**config.mk**
```make
export PLATFORM = sky130hd
export DESIGN_NAME = fp_mult_arbiter
export DESIGN_NICKNAME = d
export VERILOG_FILES = /design/src/rtl/fp_mult_arbiter_pkg.sv /design/src/rtl/fp_mult_arbiter_checkspecial.sv /design/src/rtl/fp_mult_arbiter.sv
export SDC_FILE = /design/constraint.sdc
export NUM_CORES = 1
export LEC_CHECK = 0
export CORE_MARGIN = 2
export CORE_UTILIZATION = 42
export CTS_BUF_LIST = sky130_fd_sc_hd__clkbuf_8
export CTS_CLUSTER_DIAMETER = 120
export CTS_CLUSTER_SIZE = 25
export DETAILED_ROUTE_END_ITERATION = 12
export PLACE_DENSITY = 0.92
export SYNTH_ARGS = -nofsm -noshare
export SYNTH_HDL_FRONTEND = slang
export SYNTH_SLANG_ARGS = --single-unit
```
**constraint.sdc**
```tcl
create_clock -name clk_i -period 3.82 [get_ports clk_i]
set_input_delay 0.573 -clock clk_i [delete_from_list [all_inputs] [get_ports clk_i]]
set_output_delay 0.573 -clock clk_i [all_outputs]
set_load 0.02 [all_outputs]
```
**src/rtl/fp_mult_arbiter_pkg.sv**
```systemverilog
// Shared constants, FSM encoding and fast-path helpers for the two-requester FP32 multiplier arbiter.
package fp_mult_arbiter_pkg;

    localparam int unsigned FP_W  = 32;
    localparam int unsigned EXP_W = 8;
    localparam int unsigned MAN_W = 23;
    localparam int unsigned N_REQ = 2;

    localparam logic [FP_W-1:0] QNAN    = 32'h7FFF_FFFF;
    localparam logic [FP_W-2:0] INF_MAG = 31'h7F80_0000;
    localparam logic [FP_W-1:0] ZERO    = 32'h0000_0000;

    typedef enum logic [1:0] {
        ST_IDLE  = 2'd0,
        ST_ISSUE = 2'd1,
        ST_WAIT  = 2'd2,
        ST_RESP  = 2'd3
    } state_e;

    typedef struct packed {
        logic zero;
        logic inf;
        logic nan;
    } fp_class_t;

    // Product of two operands when at least one is zero/Inf/NaN.
    function automatic logic [FP_W-1:0] fast_result(input fp_class_t ca, input fp_class_t cb,
                                                    input logic sign);
        if (ca.nan || cb.nan) begin
            fast_result = QNAN;
        end else if ((ca.zero && cb.inf) || (cb.zero && ca.inf)) begin
            fast_result = QNAN;
        end else if (ca.zero || cb.zero) begin
            fast_result = ZERO;
        end else begin
            fast_result = {sign, INF_MAG};
        end
    endfunction

    function automatic logic [N_REQ-1:0] gnt_onehot(input logic g);
        gnt_onehot = g ? 2'b10 : 2'b01;
    endfunction

endpackage

```
**src/rtl/fp_mult_arbiter_checkspecial.sv**
```systemverilog
// Classifies one FP32 operand as zero (denormals flushed), infinity or NaN.
module fp_mult_arbiter_checkspecial
    import fp_mult_arbiter_pkg::*;
(
    input  logic [FP_W-1:0] op_i,
    output logic            zero_c_o,
    output logic            inf_c_o,
    output logic            nan_c_o
);

    logic [EXP_W-1:0] exp_c;
    logic [MAN_W-1:0] man_c;

    assign exp_c    = op_i[FP_W-2:MAN_W];
    assign man_c    = op_i[MAN_W-1:0];
    assign zero_c_o = (exp_c == '0);
    assign inf_c_o  = (exp_c == '1) && (man_c == '0);
    assign nan_c_o  = (exp_c == '1) && (man_c != '0);

endmodule

```
**src/rtl/fp_mult_arbiter.sv**
```systemverilog
// Round-robin arbiter sharing one multi-cycle FP32 multiplier core between two requesters,
// with a special-operand fast path and a watchdog on the core handshake.
module fp_mult_arbiter
    import fp_mult_arbiter_pkg::*;
#(
    parameter int unsigned TIMEOUT = 64,
    parameter int unsigned CNT_W   = 7
) (
    input  logic                  clk_i,
    input  logic                  rst_i,
    input  logic [N_REQ-1:0]      req_valid_i,
    output logic [N_REQ-1:0]      req_ready_o,
    input  logic [N_REQ*FP_W-1:0] req_a_i,
    input  logic [N_REQ*FP_W-1:0] req_b_i,
    output logic [N_REQ-1:0]      resp_valid_o,
    input  logic [N_REQ-1:0]      resp_ready_i,
    output logic [FP_W-1:0]       resp_result_o,
    output logic                  resp_err_o,
    output logic                  core_start_o,
    output logic [FP_W-1:0]       core_a_o,
    output logic [FP_W-1:0]       core_b_o,
    input  logic                  core_done_i,
    input  logic [FP_W-1:0]       core_result_i
);

    state_e           state_q, state_d;
    logic             rr_q, rr_d;
    logic             gnt_q, gnt_d, gnt_c;
    logic [FP_W-1:0]  a_q, a_d, b_q, b_d;
    logic [FP_W-1:0]  result_q, result_d;
    logic             err_q, err_d;
    logic [CNT_W-1:0] wd_q, wd_d;
    logic             core_start_q;
    logic [N_REQ-1:0] resp_valid_q;
    logic [N_REQ-1:0] req_ready_c;
    logic [FP_W-1:0]  sel_a_c, sel_b_c;
    logic             za_c, ia_c, na_c, zb_c, ib_c, nb_c;
    fp_class_t        cls_a_c, cls_b_c;
    logic             special_c;

    // Winner: the favoured requester if it is asking, otherwise the other one.
    assign gnt_c   = req_valid_i[rr_q] ? rr_q : ~rr_q;
    assign sel_a_c = gnt_c ? req_a_i[2*FP_W-1:FP_W] : req_a_i[FP_W-1:0];
    assign sel_b_c = gnt_c ? req_b_i[2*FP_W-1:FP_W] : req_b_i[FP_W-1:0];

    // Classified on the operands being latched so the fast path answers the next cycle.
    fp_mult_arbiter_checkspecial u_chk_a (
        .op_i     (sel_a_c),
        .zero_c_o (za_c),
        .inf_c_o  (ia_c),
        .nan_c_o  (na_c)
    );

    fp_mult_arbiter_checkspecial u_chk_b (
        .op_i     (sel_b_c),
        .zero_c_o (zb_c),
        .inf_c_o  (ib_c),
        .nan_c_o  (nb_c)
    );

    assign cls_a_c   = '{zero: za_c, inf: ia_c, nan: na_c};
    assign cls_b_c   = '{zero: zb_c, inf: ib_c, nan: nb_c};
    assign special_c = |{za_c, ia_c, na_c, zb_c, ib_c, nb_c};

    always_comb begin
        state_d     = state_q;
        rr_d        = rr_q;
        gnt_d       = gnt_q;
        a_d         = a_q;
        b_d         = b_q;
        result_d    = result_q;
        err_d       = err_q;
        wd_d        = wd_q;
        req_ready_c = '0;
        case (state_q)
            ST_IDLE: begin
                if (|req_valid_i) begin
                    req_ready_c = gnt_onehot(gnt_c);
                    gnt_d       = gnt_c;
                    rr_d        = ~gnt_c;
                    a_d         = sel_a_c;
                    b_d         = sel_b_c;
                    if (special_c) begin
                        result_d = fast_result(cls_a_c, cls_b_c, sel_a_c[FP_W-1] ^ sel_b_c[FP_W-1]);
                        err_d    = 1'b0;
                        state_d  = ST_RESP;
                    end else begin
                        state_d  = ST_ISSUE;
                    end
                end
            end
            ST_ISSUE: begin
                wd_d    = '0;
                state_d = ST_WAIT;
            end
            ST_WAIT: begin
                // A done on the last permitted cycle still wins over the abort.
                if (core_done_i) begin
                    result_d = core_result_i;
                    err_d    = 1'b0;
                    state_d  = ST_RESP;
                end else if (wd_q == CNT_W'(TIMEOUT - 1)) begin
                    result_d = QNAN;
                    err_d    = 1'b1;
                    state_d  = ST_RESP;
                end else begin
                    wd_d     = wd_q + CNT_W'(1);
                end
            end
            ST_RESP: begin
                if (resp_ready_i[gnt_q]) begin
                    state_d = ST_IDLE;
                end
            end
            default: state_d = ST_IDLE;
        endcase
    end

    always_ff @(posedge clk_i or posedge rst_i) begin
        if (rst_i) begin
            state_q      <= ST_IDLE;
            rr_q         <= 1'b0;
            gnt_q        <= 1'b0;
            a_q          <= '0;
            b_q          <= '0;
            result_q     <= '0;
            err_q        <= 1'b0;
            wd_q         <= '0;
            core_start_q <= 1'b0;
            resp_valid_q <= '0;
        end else begin
            state_q      <= state_d;
            rr_q         <= rr_d;
            gnt_q        <= gnt_d;
            a_q          <= a_d;
            b_q          <= b_d;
            result_q     <= result_d;
            err_q        <= err_d;
            wd_q         <= wd_d;
            core_start_q <= (state_d == ST_ISSUE);
            resp_valid_q <= (state_d == ST_RESP) ? gnt_onehot(gnt_d) : '0;
        end
    end

    assign req_ready_o   = req_ready_c;
    assign resp_valid_o  = resp_valid_q;
    assign resp_result_o = result_q;
    assign resp_err_o    = err_q;
    assign core_start_o  = core_start_q;
    assign core_a_o      = a_q;
    assign core_b_o      = b_q;

endmodule

```
# Word-level counts from Yosys, hierarchy flattened
# Cells that the tools add are included.
[word_totals]
output_inout_bits = 102
word_cells = 88
register_bits = 111
[op_classes]
add_sub_neg = 1
reduce_logical = 23
bitwise = 3
n_lt_le_gt_ge = 2
n_eq_ne = 13
muxes = 36
[ops]
columns = ["op", "count"]
rows = [
  ["$mux W32", 9],
  ["$pmux W32 S2", 1],
  ["$logic_not A23 Y1", 2],
  ["$reduce_bool A23 Y1", 2],
  ["$mux W2", 10],
  ["$eq A8 B8 Y1 const B", 2],
  ["$logic_not A8 Y1", 2],
  ["$mux W7", 2],
  ["$pmux W7 S2", 1],
  ["$mux W1", 11],
  ["$ne A2 B2 Y1 const B", 4],
  ["$pmux W2 S4", 1],
  ["$add A7 B1 Y7 const B", 1],
  ["$eq A7 B6 Y1 const B", 1],
  ["$eq A2 B2 Y1 const B", 3],
  ["$logic_and A1 B1 Y1", 6],
  ["$reduce_or A6 Y1", 1],
  ["$eq A2 B1 Y1 const B", 2],
  ["$lt A1 B2 Y1 const B", 2],
  ["$reduce_and A4 Y1", 1],
  ["$reduce_bool A2 Y1", 2],
  ["$logic_or A1 B1 Y1", 3],
  ["$ne A3 B3 Y1 const B", 1],
  ["$reduce_and A3 Y1", 1],
  ["6 further kinds", 7],
]

# Longest topological paths before layout
# Gate-level depths: netlist of run 1.
[logic_depth]
depth_word = 13
mapped_depth = 9
mapped_depth_nobuf = 8

# Hierarchy
# A second synthesis of run 1 with hierarchy kept.
[hier_totals]
cells_unflattened = 608
hier_area_um2 = 5566.6
[modules_own_cells]
columns = ["module", "cells_each", "n_inst", "seq_area_each_um2", "area_each_um2"]
rows = [
  ["fp_mult_arbiter", 576, 1, 2777.7, 5368.9],
  ["fp_mult_arbiter_checkspecial", 16, 2, 0.0, 98.8],
]

# Worst setup path before layout of run 1
# OpenSTA, ideal clock, no wires.
[synth_timing]
kind = "input to register"
startpoint = "input port req_b_i[25]"
endpoint = "register err_q, in the netlist resp_err_o"
setup_time_ps = 125
path_stages = 5
t_arrival_ps = 2269
required_ps = 3695
slack_ps = 1426
path_cell_list = "or4_1 > a211oi_2 > and4bb_4 > a41oi_2 > mux2_2"
[synth_between]
elab_chain_cells = 6
elab_cells_between_ends = 8
cone_classes = "2 x eq/ne; 1 x mux; 5 x reduce/logical"
[synth_lines]
columns = ["item", "line", "rtl"]
rows = [
  ["start: declaration", "fp_mult_arbiter.sv:14", "input logic [N_REQ*FP_W-1:0] req_b_i,"],
  ["$mux W32 (*)", "fp_mult_arbiter.sv:44", "assign sel_b_c = gnt_c ? req_b_i[2*FP_W-1:FP_W] : req_b_i[FP_W-1:0];"],
  ["$eq A8 B8 Y1", "fp_mult_arbiter_checkspecial.sv:17, fp_mult_arbiter_checkspecial.sv:18", ""],
  ["$logic_and A1 B1 Y1, on equally long branches", "fp_mult_arbiter_checkspecial.sv:17, fp_mult_arbiter_checkspecial.sv:18", ""],
  ["$reduce_or A6 Y1 (*)", "fp_mult_arbiter.sv:63", "assign special_c = |{za_c, ia_c, na_c, zb_c, ib_c, nb_c};"],
  ["$ne A2 B2 Y1 (no line) (*)", "--", ""],
  ["$reduce_and A4 Y1 (no line) (*)", "--", ""],
  ["end signal: assignment", "fp_mult_arbiter.sv:138", "err_q <= err_d;"],
  ["end: declaration", "fp_mult_arbiter.sv:31", "logic err_q, err_d;"],
]
# Mark *: on every way between the ends. The rest lies on a longest branch, timed or not.
# A chain may end at the register's enable or synchronous reset.

# Final worst setup path of run 1
[layout_timing]
startpoint = "input port req_valid_i[1]"
endpoint = "output port req_ready_o[1]"
[layout_between]
elab_chain_cells = 6
elab_cells_between_ends = 7
cone_classes = "6 x mux; 1 x reduce/logical"
[layout_lines]
columns = ["item", "line", "rtl"]
rows = [
  ["start: declaration", "fp_mult_arbiter.sv:11", "input logic [N_REQ-1:0] req_valid_i,"],
  ["$mux W1 (implied by the code) (2 in a row)", "fp_mult_arbiter.sv:42", "assign gnt_c = req_valid_i[rr_q] ? rr_q : ~rr_q;"],
  ["$mux W1", "fp_mult_arbiter.sv:42", ""],
  ["$mux W2", "fp_mult_arbiter_pkg.sv:41", "gnt_onehot = g ? 2'b10 : 2'b01;"],
  ["$mux W2 (*)", "fp_mult_arbiter.sv:77", "if (|req_valid_i) begin"],
  ["$mux W2 (*)", "fp_mult_arbiter.sv:75", "case (state_q)"],
  ["end: declaration", "fp_mult_arbiter.sv:12", "output logic [N_REQ-1:0] req_ready_o,"],
]
# Mark *: on every way between the ends. The rest lies on a longest branch, timed or not. The select of a mux whose other input is x is not followed.

==> results.md, run 1 <==
* Cts repair resizes at 0
* WP data arrival at 2.47 ns
* Final Critical Period at 3.04 ns
* Clock slew at reported path FFs at 0.10 ns
* Crit-path cells: clkdlybuf4s50_1 -> nand2b_1 -> nand2_4 -> nor2_1 -> clkdlybuf4s50_1
* Library cells used by synthesis at 41
* Initial antenna violation count at 0
* Root buffer cell: clkbuf_8
* Clock Skew at 0.0125 ns
* Slew margin rel. at 29.8%
* Post-Route Utilization at 67.0%
* Critical path startpoint category: primary input
* Crit Path Class: primary input to output pin
* Final Hold Viols at 0
* Dpl ws at 0.526 ns
* Full die area at 13800 sq um
* Design Area, Final at 8460 sq um
* Wire length per cell at 18.0 um
* Slowest cell on the critical path: clkdlybuf4s50_1
* Fin crit share at 79.7%
* Critical path's largest stage delay at 0.67 ns
* ANT nets after route at 0
* Vias at 5368
* Reg2reg setup slack at 1.31 ns
* Row Count at 41
* Top Ports at 269
* Total wire length at 17900 um
* Gr usage total at 25.9%
* Nets at 983
* Hold-fix buffers, CTS at 0
* DRT Pass-1 Iters at 6
* Area Growth Syn to Fin at 56.1%
* Status: completed
* VDD IR max at 377 uV
* Total nets after synthesis at 727
* Core area at 12600 sq um
* Area after DPL at 8280 sq um
* Post-Syn Area at 5420 sq um
* Setup violators final at 0
* H-tree depth at 3
* RSZ-0062 raised after global routing: false
* P per Cell Area at 708 nW/um^2
* Global-route wire length before repair at 28200 um
* Sequential share of the synthesized area at 51.3%
* Post-layout worst setup margin at 0.776 ns
* Clk_lat worst skew at 0.39 ns
* Antenna diodes at 0
* Pleak at 3.56 nW
* Highest clock rate at 329 MHz
* Pins over their slew limit at 0
* TritonCTS buffer count at 9
* Maximum fanout along the worst path at 7
* HPWL Detailed at 14000 um
* Total grt overflow at 0
* CTS sink cnt at 111
* Port Buf Inserts at 268
* Critical Path RT at 3.25 ns
* Residual DRC at 0
* Starting Density at 42.9%
* Largest net degree at the start of global routing at 75
* Drt initial violations at 391
* FF+latch count, synth at 111
* Ys async rst share at 100%
* Cells after synthesis at 559
* Max-cap violations at 0
* Ys Warns at 0
* CTS max path bufs at 2
* Post-synth EDFFs at 0
* Share of cells above drive strength 1 at 3.91%
* Die W at 118 um
* Ys flop type: dfrtp_1
* CTS tree: done
* GP Congestion at 0.858
* Worst hold path class: register to register
* Vias in the first global route at 5370
* Commonest non-fill, non-tap cell in the layout: clkdlybuf4s50_1
* Post-DR vias/cell at 5.42
* Commonest non-fill, non-tap cells in the layout: clkdlybuf4s50_1 (268), dfrtp_1 (111), nand2_1 (100), mux2i_1 (65), o21ai_0 (65)
* Worst slew pin tran at 1.05 ns
* Hold_ws at 0.484 ns
* Mean Syn Cell Area at 9.69 sq um
* CP endpoint kind: output pin
* Most common cell on crit path: clkdlybuf4s50_1
* Die Y-Extent at 118 um
* # Post-CTS Setup Buffers at 0
* Setup TNS at 0 ns
-- critical path, delay by kind of cell --
family                 cells  cell delay [ns]
AND/OR/NAND/NOR            3             0.64
buffers and inverters      2             1.25
-- registers in the layout, summed over array words and instances (netlist names), 2 cells and up --
name	count
state_q	2
core_a_o	32
resp_result_o	32
resp_valid_o	2
wd_q	7
core_b_o	32
-- kinds of logic after synthesis --
logic type | count (synthesis) | share of synthesized area [%]
xor gates and xnor gates | 6 | 0.970
DFF | 111 | 51.3
muxes | 66 | 12.2
and+or+nand+nor | 208 | 18.0
adders and majority gates | 1 | 0.231
buffers and inverters | 38 | 2.96
AOI/OAI and AO/OA | 129 | 14.3
-- worst paths after layout --
check,start,end,cells after the start
worst max-delay path,req_valid_i[1],req_ready_o[1],5
worst min register to register,resp_result_o[17],resp_result_o[17],2
worst max register to register,rr_q,resp_result_o[10],8
max in group asynchronous,rst_i,core_a_o[15],3
min in group asynchronous,rst_i,core_b_o[19],2
worst min-delay path,resp_result_o[17],resp_result_o[17],2
-- final cells by class --
type / instances / area, sq um
fillers: 1003 / 4160
flip-flops and latches: 111 / 2780
repair buffers: 277 / 2760
multi-input cells: 410 / 2500
well taps: 172 / 215
clock buffers: 10 / 138
clock inverters: 5 / 36.3
inverters: 6 / 25.0
-- layer usage --
layer / part of all wire, % / wire length, um / global-route usage [%] / up-vias
li1: - / - / - / 2536
met1: 39 / 6990 / 30.8 / 2543
met2: 49 / 8800 / 43.8 / 254
met3: 8.8 / 1560 / 7.90 / 35
met4: 2.9 / 512 / 10.7 / 0
met5: 0 / 0 / 0 / -
-- where the power goes --
part | switching, mW | leakage (nW) | total [mW] | internal [mW]
clock | 0.399 | 0.0858 | 0.650 | 0.252
combinational | 1.84 | 2.09 | 3.34 | 1.50
sequential | 0.296 | 1.38 | 1.99 | 1.70
total | 2.54 | 3.56 | 5.99 | 3.45
-- Yosys cell counts (all sizes together) (2+ instances only) --
cell | number | area, sq um
clkbuf | 21 | 78.8
nor4 | 27 | 175
nor2b | 4 | 25.0
o211ai | 4 | 30.0
nand4 | 15 | 93.8
buf | 11 | 58.8
nor3b | 2 | 15.0
mux2i | 65 | 651
a21o | 2 | 15.0
xor2 | 4 | 35.0
xnor2 | 2 | 17.5
nor3 | 7 | 35.0
a21oi | 14 | 70.1
o22ai | 9 | 56.3
nor2 | 35 | 131
nand3 | 5 | 25.0
o21ai | 66 | 330
and4b | 2 | 20.0
o31ai | 25 | 188
nand2 | 101 | 379
dfrtp | 111 | 2780
inv | 6 | 22.5
nand2b | 4 | 25.0
a211oi | 2 | 20.0
or4 | 4 | 30.0
-- stage by stage --
| stage | power [mW] | cells |
|---|---|---|
| floorplan | 3.82 | 559 |
| global placement | 5.26 | 976 |
| detailed placement | 5.38 | 976 |
| CTS | 6.03 | 991 |
| global route | 6.37 | 991 |
| finish | 5.99 | 991 |
No activity file was read; power rests on OpenSTA's default activity.
==> inputs of run 2 (changes only) <==
Clock period 3.82 ns to 3 ns, I/O delays scaled along.
==> run 2 against run 1 <==
Against the previous run:
- setup slack lost 0.58 ns
- clock power grew 38%
- count of clock-buffer cells in the layout shrank 1
- clock skew shrank 0.0024 ns
- die area is the same
- utilization grew 0.58 points
- critical path type is now register to output pin
- largest cell class is now buffers
- highest routed layer unchanged
==> results.md, run 2 (same netlist as run 1, synthesis figures left out) <==
* Total grt overflow at 0 (unchanged)
* Clock Skew at 0.0101 ns (was 0.0125 ns)
* DRT Pass-1 Iters at 6 (unchanged)
* Top sig layer: met4 (unchanged)
* CP endpoint kind: output pin (unchanged)
* Slowest cell on the critical path: clkdlybuf4s50_1 (unchanged)
* HPWL Detailed at 13800 um (was 14000 um)
* Share of cells above drive strength 1 at 4.37% (was 3.91%)
* Internal Pwr Total at 4.51 mW (was 3.45 mW)
* Nets at 986 (was 983)
* Maximum fanout along the worst path at 14 (was 7)
* Largest net degree at the start of global routing at 112 (was 75)
* Dpl ws at 0.0578 ns (was 0.526 ns)
* CTS sink cnt at 111 (unchanged)
* # Post-CTS Setup Buffers at 0 (unchanged)
* TritonCTS buffer count at 9 (unchanged)
* WP data arrival at 2.35 ns (was 2.47 ns)
* P per Cell Area at 908 nW/um^2 (was 708 nW/um^2)
* Worst hold path class: register to register (unchanged)
* Switching Share at 41.7% (was 42.4%)
* Critical path's largest stage delay at 0.66 ns (was 0.67 ns)
* Vias in the first global route at 5297 (was 5370)
* Commonest non-fill, non-tap cell in the layout: clkdlybuf4s50_1 (unchanged)
* Die W at 118 um (unchanged)
* Critical path startpoint category: register (was primary input)
* Fin crit share at 93.5%
* Met1 WL at 7180 um (was 6990 um)
* Worst slew pin tran at 0.750 ns (was 1.05 ns)
* Antenna diodes at 0 (unchanged)
* Area of the multi-input gates at 2500 sq um (unchanged)
* Die Y-Extent at 118 um (unchanged)
* Crit-path cells: nor2_1 -> o21ai_4 -> nor2_1 -> clkdlybuf4s50_1 (was clkdlybuf4s50_1 -> nand2b_1 -> nand2_4 -> nor2_1 -> clkdlybuf4s50_1)
* Highest clock rate at 357 MHz
* Gate power share at 55.6% (was 55.8%)
* Status: completed (unchanged)
* Post-layout worst setup margin at 0.195 ns (was 0.776 ns)
* Fill cells at 975 (was 1003)
* Pleak at 3.59 nW (was 3.56 nW)
* Pins over their slew limit at 0 (unchanged)
* Final Critical Period at 2.80 ns
* Row Count at 41 (unchanged)
* Area Growth Syn to Fin at 57.4% (was 56.1%)
* Gr usage total at 25.3% (was 25.9%)
* Switching power at 3.23 mW (was 2.54 mW)
* VDD IR max at 404 uV (was 377 uV)
* Wire length per cell at 17.7 um (was 18.0 um)
* Total wire length at 17600 um (was 17900 um)
* Flop pwr share at 32.8% (was 33.3%)
* GP Congestion at 0.888 (was 0.858)
* Cts repair resizes at 0 (unchanged)
* H-tree depth at 3 (unchanged)
* Critical Path RT at 2.55 ns (was 3.25 ns)
* RSZ-0062 raised after global routing: false (unchanged)
* Initial antenna violation count at 0 (unchanged)
* Final Hold Viols at 0 (unchanged)
* Drt initial violations at 315 (was 391)
* Global-route wire length before repair at 27900 um (was 28200 um)
* Post-DR vias/cell at 5.33 (was 5.42)
* Starting Density at 42.9% (unchanged)
* Port Buf Inserts at 268 (unchanged)
* Residual DRC at 0 (unchanged)
* Clock slew at reported path FFs at 0.11 ns (was 0.10 ns)
* Clk_lat worst skew at 0.36 ns (was 0.39 ns)
* Crit Path Class: register to output pin (was primary input to output pin)
* CTS max path bufs at 2 (unchanged)
* Setup TNS at 0 ns (unchanged)
* Top Ports at 269 (unchanged)
* Core area at 12600 sq um (unchanged)
* ANT nets after route at 0 (unchanged)
* Slew margin rel. at 50.0% (was 29.8%)
* Max-cap violations at 0 (unchanged)
* Sequential cell area at 2780 sq um (unchanged)
* Hold-fix buffers, CTS at 0 (unchanged)
* Most common cell on crit path: nor2_1 (was clkdlybuf4s50_1)
* DR WL met2 at 8670 um (was 8800 um)
* Commonest non-fill, non-tap cells in the layout: clkdlybuf4s50_1 (268), dfrtp_1 (111), nand2_1 (100), mux2i_1 (65), o21ai_0 (65) (unchanged)
* Vias at 5301 (was 5368)
* CTS tree: done (unchanged)
* Root buffer cell: clkbuf_8 (unchanged)
* Setup violators final at 0 (unchanged)
* Met3 wire length at 1270 um (was 1560 um)
* Full die area at 13800 sq um (unchanged)
* Clock power frac at 11.6% (was 10.9%)
run 2: worst paths after layout:
path                               from                 to  slack, ns  depth (start not counted)
min                        core_b_o[22]       core_b_o[22]       0.49                          2
max in group asynchronous         rst_i    resp_valid_o[0]       1.96                          3
min reg2reg                core_b_o[22]       core_b_o[22]       0.49                          2
min in group asynchronous         rst_i  resp_result_o[19]       0.58                          3
max reg2reg                        rr_q  resp_result_o[18]       0.71                          7
max                          state_q[1]     req_ready_o[1]       0.20                          4
run 2: per-stage QoR:
stage | hold WS, ns | utilization (%) | power [mW] | std cells | cell area [sq um]
global route | 0.516 | 67.6 | 8.24 | 995 | 8530
CTS | 0.491 | 67.6 | 7.80 | 995 | 8530
detailed placement | 0.469 | 66.0 | 6.89 | 979 | 8330
finish | 0.486 | 67.6 | 7.74 | 995 | 8530
floorplan | 0.487 | - | 4.87 | 559 | 5420
global placement | 0.460 | 66.0 | 6.75 | 979 | 8330
run 2: power groups by stage:
stage,Combinational [mW],Clock (mW),Sequential [mW]
floorplan,1.60,0,3.27
global placement,4.21,0,2.54
detailed placement,4.32,0,2.57
CTS,4.33,0.929,2.54
global route,4.62,0.989,2.62
finish,4.31,0.899,2.54
run 2: routing by layer:
metal / up-vias / GRT usage [%]
met5: - / 0
met4: 0 / 8.06
met3: 36 / 6.73
met2: 225 / 43.3
met1: 2496 / 31.1
li1: 2544 / -
run 2: critical path, delay by kind of cell, from the launching register on:
family | cells | cell delay (ns)
compound gates | 1 | 0.22
buf+inv | 1 | 0.66
flops | 1 | 0.46
simple gates | 2 | 0.64
run 2: area by class of cell:
class / count / area share [%]
timing repair buffer: 280 / 32.9
sequential: 111 / 32.6
multi-input combinational: 410 / 29.3
tap: 172 / 2.52
clock buffer: 9 / 1.45
clock inverter: 7 / 0.865
inverter: 6 / 0.308
==> inputs of run 3 (changes only) <==
Settings changed: CORE_ASPECT_RATIO from default to 0.75.
==> run 3 against run 2 <==
Against the previous run:
- die area barely moved
- cell count fell by 0.20%
- count of clock-buffer cells in the layout did not move
- first-iteration DRC count fell by 17%
- via count fell by 0.21%
- sequential cell count did not move
- fmax rose by 1.9%
- sequential share of layout area fell by 0.14 points
- cell area rose by 0.44%
- wire length rose by 1.9%
- total power rose by 0.51%
- critical path depth rose by 1
- critical endpoint unchanged
- highest routed layer unchanged
==> results.md, run 3 (same netlist as run 1, synthesis figures left out) <==
* Status: completed (unchanged)
* P per Cell Area at 908 nW/um^2 (about the same)
* Max-cap violations at 0 (unchanged)
* Core area at 12400 sq um (was 12600 sq um)
* HPWL Detailed at 13800 um (about the same)
* Crit-path cells: clkdlybuf4s50_1 -> nand2b_1 -> nand2_4 -> nor2_1 -> clkdlybuf4s50_1 (was nor2_1 -> o21ai_4 -> nor2_1 -> clkdlybuf4s50_1)
* Area Growth Syn to Fin at 58.1% (was 57.4%)
* Commonest non-fill, non-tap cell in the layout: clkdlybuf4s50_1 (unchanged)
* Vias at 5290 (was 5301)
* Initial antenna violation count at 0 (unchanged)
* CP endpoint kind: output pin (unchanged)
* Hold_ws at 0.488 ns (was 0.486 ns)
* Clk_lat worst skew at 0.38 ns (was 0.36 ns)
* GP Congestion at 0.905 (was 0.888)
* Pleak at 3.62 nW (was 3.59 nW)
* Fin crit share at 91.8% (was 93.5%)
* H-tree depth at 3 (unchanged)
* # Post-CTS Setup Buffers at 0 (unchanged)
* Worst hold path class: register to register (unchanged)
* Die W at 135 um (was 118 um)
* Setup TNS at 0 ns (unchanged)
* Critical path startpoint category: primary input (was register)
* Clock power frac at 11.6% (about the same)
* Full die area at 13800 sq um (about the same)
* Top Ports at 269 (unchanged)
* Flop pwr share at 32.7% (was 32.8%)
* CTS tree: done (unchanged)
* Residual DRC at 0 (unchanged)
* Gate power share at 55.7% (was 55.6%)
* Pins over their slew limit at 0 (unchanged)
* Switching power at 3.31 mW (was 3.23 mW)
* ANT nets after route at 0 (unchanged)
* Highest clock rate at 363 MHz (was 357 MHz)
* Final Non-Filler Cells at 993 (was 995)
* Drt initial violations at 260 (was 315)
* Slowest cell on the critical path: clkdlybuf4s50_1 (unchanged)
* Root buffer cell: clkbuf_8 (unchanged)
* VDD IR max at 569 uV (was 404 uV)
* Vias in the first global route at 5299 (was 5297)
* Sequential cell area at 2780 sq um (unchanged)
* Area of the multi-input gates at 2500 sq um (unchanged)
* Placed cells at 977 (was 979)
* WP data arrival at 2.30 ns (was 2.35 ns)
* RSZ-0062 raised after global routing: false (unchanged)
* Row Count at 35 (was 41)
* Clock slew at reported path FFs at 0.10 ns (was 0.11 ns)
* Switching Share at 42.5% (was 41.7%)
* Commonest non-fill, non-tap cells in the layout: clkdlybuf4s50_1 (268), dfrtp_1 (111), nand2_1 (100), mux2i_1 (65), o21ai_0 (65) (unchanged)
* Setup violators final at 0 (unchanged)
* Final Critical Period at 2.75 ns (was 2.80 ns)
* Starting Density at 43.6% (was 42.9%)
* Hold-fix buffers, CTS at 0 (unchanged)
* DRT Pass-1 Iters at 4 (was 6)
* Slew margin rel. at 58.3% (was 50.0%)
* TritonCTS buffer count at 9 (unchanged)
* Nets at 990 (was 986)
* Final Hold Viols at 0 (unchanged)
* Critical path's largest stage delay at 0.65 ns (was 0.66 ns)
* Total grt overflow at 0 (unchanged)
* Gr usage total at 26.0% (was 25.3%)
* Port Buf Inserts at 268 (unchanged)
* Maximum fanout along the worst path at 10 (was 14)
* Clock Skew at 0.0171 ns (was 0.0101 ns)
* Total wire length at 17900 um (was 17600 um)
* Fill cells at 975 (unchanged)
* Critical Path RT at 2.55 ns (about the same)
* Antenna diodes at 0 (unchanged)
* Crit Path Class: primary input to output pin (was register to output pin)
* CTS sink cnt at 111 (unchanged)
* Cts repair resizes at 0 (unchanged)
* Die Y-Extent at 102 um (was 118 um)
* Global-route wire length before repair at 27900 um (about the same)
* Worst slew pin tran at 0.625 ns (was 0.750 ns)
* CTS max path bufs at 2 (unchanged)
* Most common cell on crit path: clkdlybuf4s50_1 (was nor2_1)
* Largest net degree at the start of global routing at 126 (was 112)
* Internal Pwr Total at 4.48 mW (was 4.51 mW)
* Wire length per cell at 18.0 um (was 17.7 um)
* Post-DR vias/cell at 5.33 (about the same)
* Share of cells above drive strength 1 at 4.96% (was 4.37%)
==> run 3: cell count changes in the layout (fill, tap and decap cells not counted), sizes merged <==
cell / change
buf: +4
bufinv: -1
clkinv: +1
clkinvlp: -1
inv: +1
==> run 3: critical path: cells and delay by family <==
family | cells | cell delay (ns)
buffers and inverters | 2 | 1.25
and+or+nand+nor | 3 | 0.60
==> run 3: power groups by stage <==
stage | sequential [mW] | clock, mW | combinational [mW]
3_3_place_gp | 2.54 | 0 | 4.25
5_1_grt | 2.63 | 0.982 | 4.68
2_1_floorplan | 3.27 | 0 | 1.60
4_1_cts | 2.54 | 0.933 | 4.36
3_5_place_dp | 2.56 | 0 | 4.36
6_report | 2.55 | 0.902 | 4.33
==> run 3: area by class of cell <==
cell class / instances / area share (%)
Sequential cell: 111 / 32.4
Clock inverter: 7 / 0.891
Inverter: 6 / 0.307
Timing Repair Buffer: 284 / 33.3
Multi-Input combinational cell: 410 / 29.2
Tap cell: 166 / 2.42
Clock buffer: 9 / 1.45
==> run 3: path summary, 6_finish.rpt <==
check | from | end | slack, ns | depth (start not counted)
min | core_a_o[11] | core_a_o[11] | 0.49 | 2
max reg2reg | rr_q | resp_result_o[16] | 0.72 | 7
min in group asynchronous | rst_i | core_b_o[17] | 0.55 | 3
max in group asynchronous | rst_i | core_a_o[8] | 1.94 | 3
min reg2reg | core_a_o[11] | core_a_o[11] | 0.49 | 2
max | req_valid_i[1] | req_ready_o[1] | 0.25 | 5
==> run 3: stage by stage <==
stage          utilization (%)  instance area [sq um]  setup slack [ns]  power (mW)
2_1_floorplan                -                   5420             0.729        4.87
3_3_place_gp              67.3                   8370             0.206        6.79
3_5_place_dp              67.3                   8370            0.0886        6.93
4_1_cts                   68.9                   8570             0.245        7.84
5_1_grt                   68.9                   8570            0.0929        8.29
6_report                  68.9                   8570             0.247        7.78
==> run 3: layer usage <==
metal	wire length, um	global-route usage, %
met1	7600	32.9
met4	354	7.05
met3	1380	7.34
met2	8580	44.2
met5	0	0
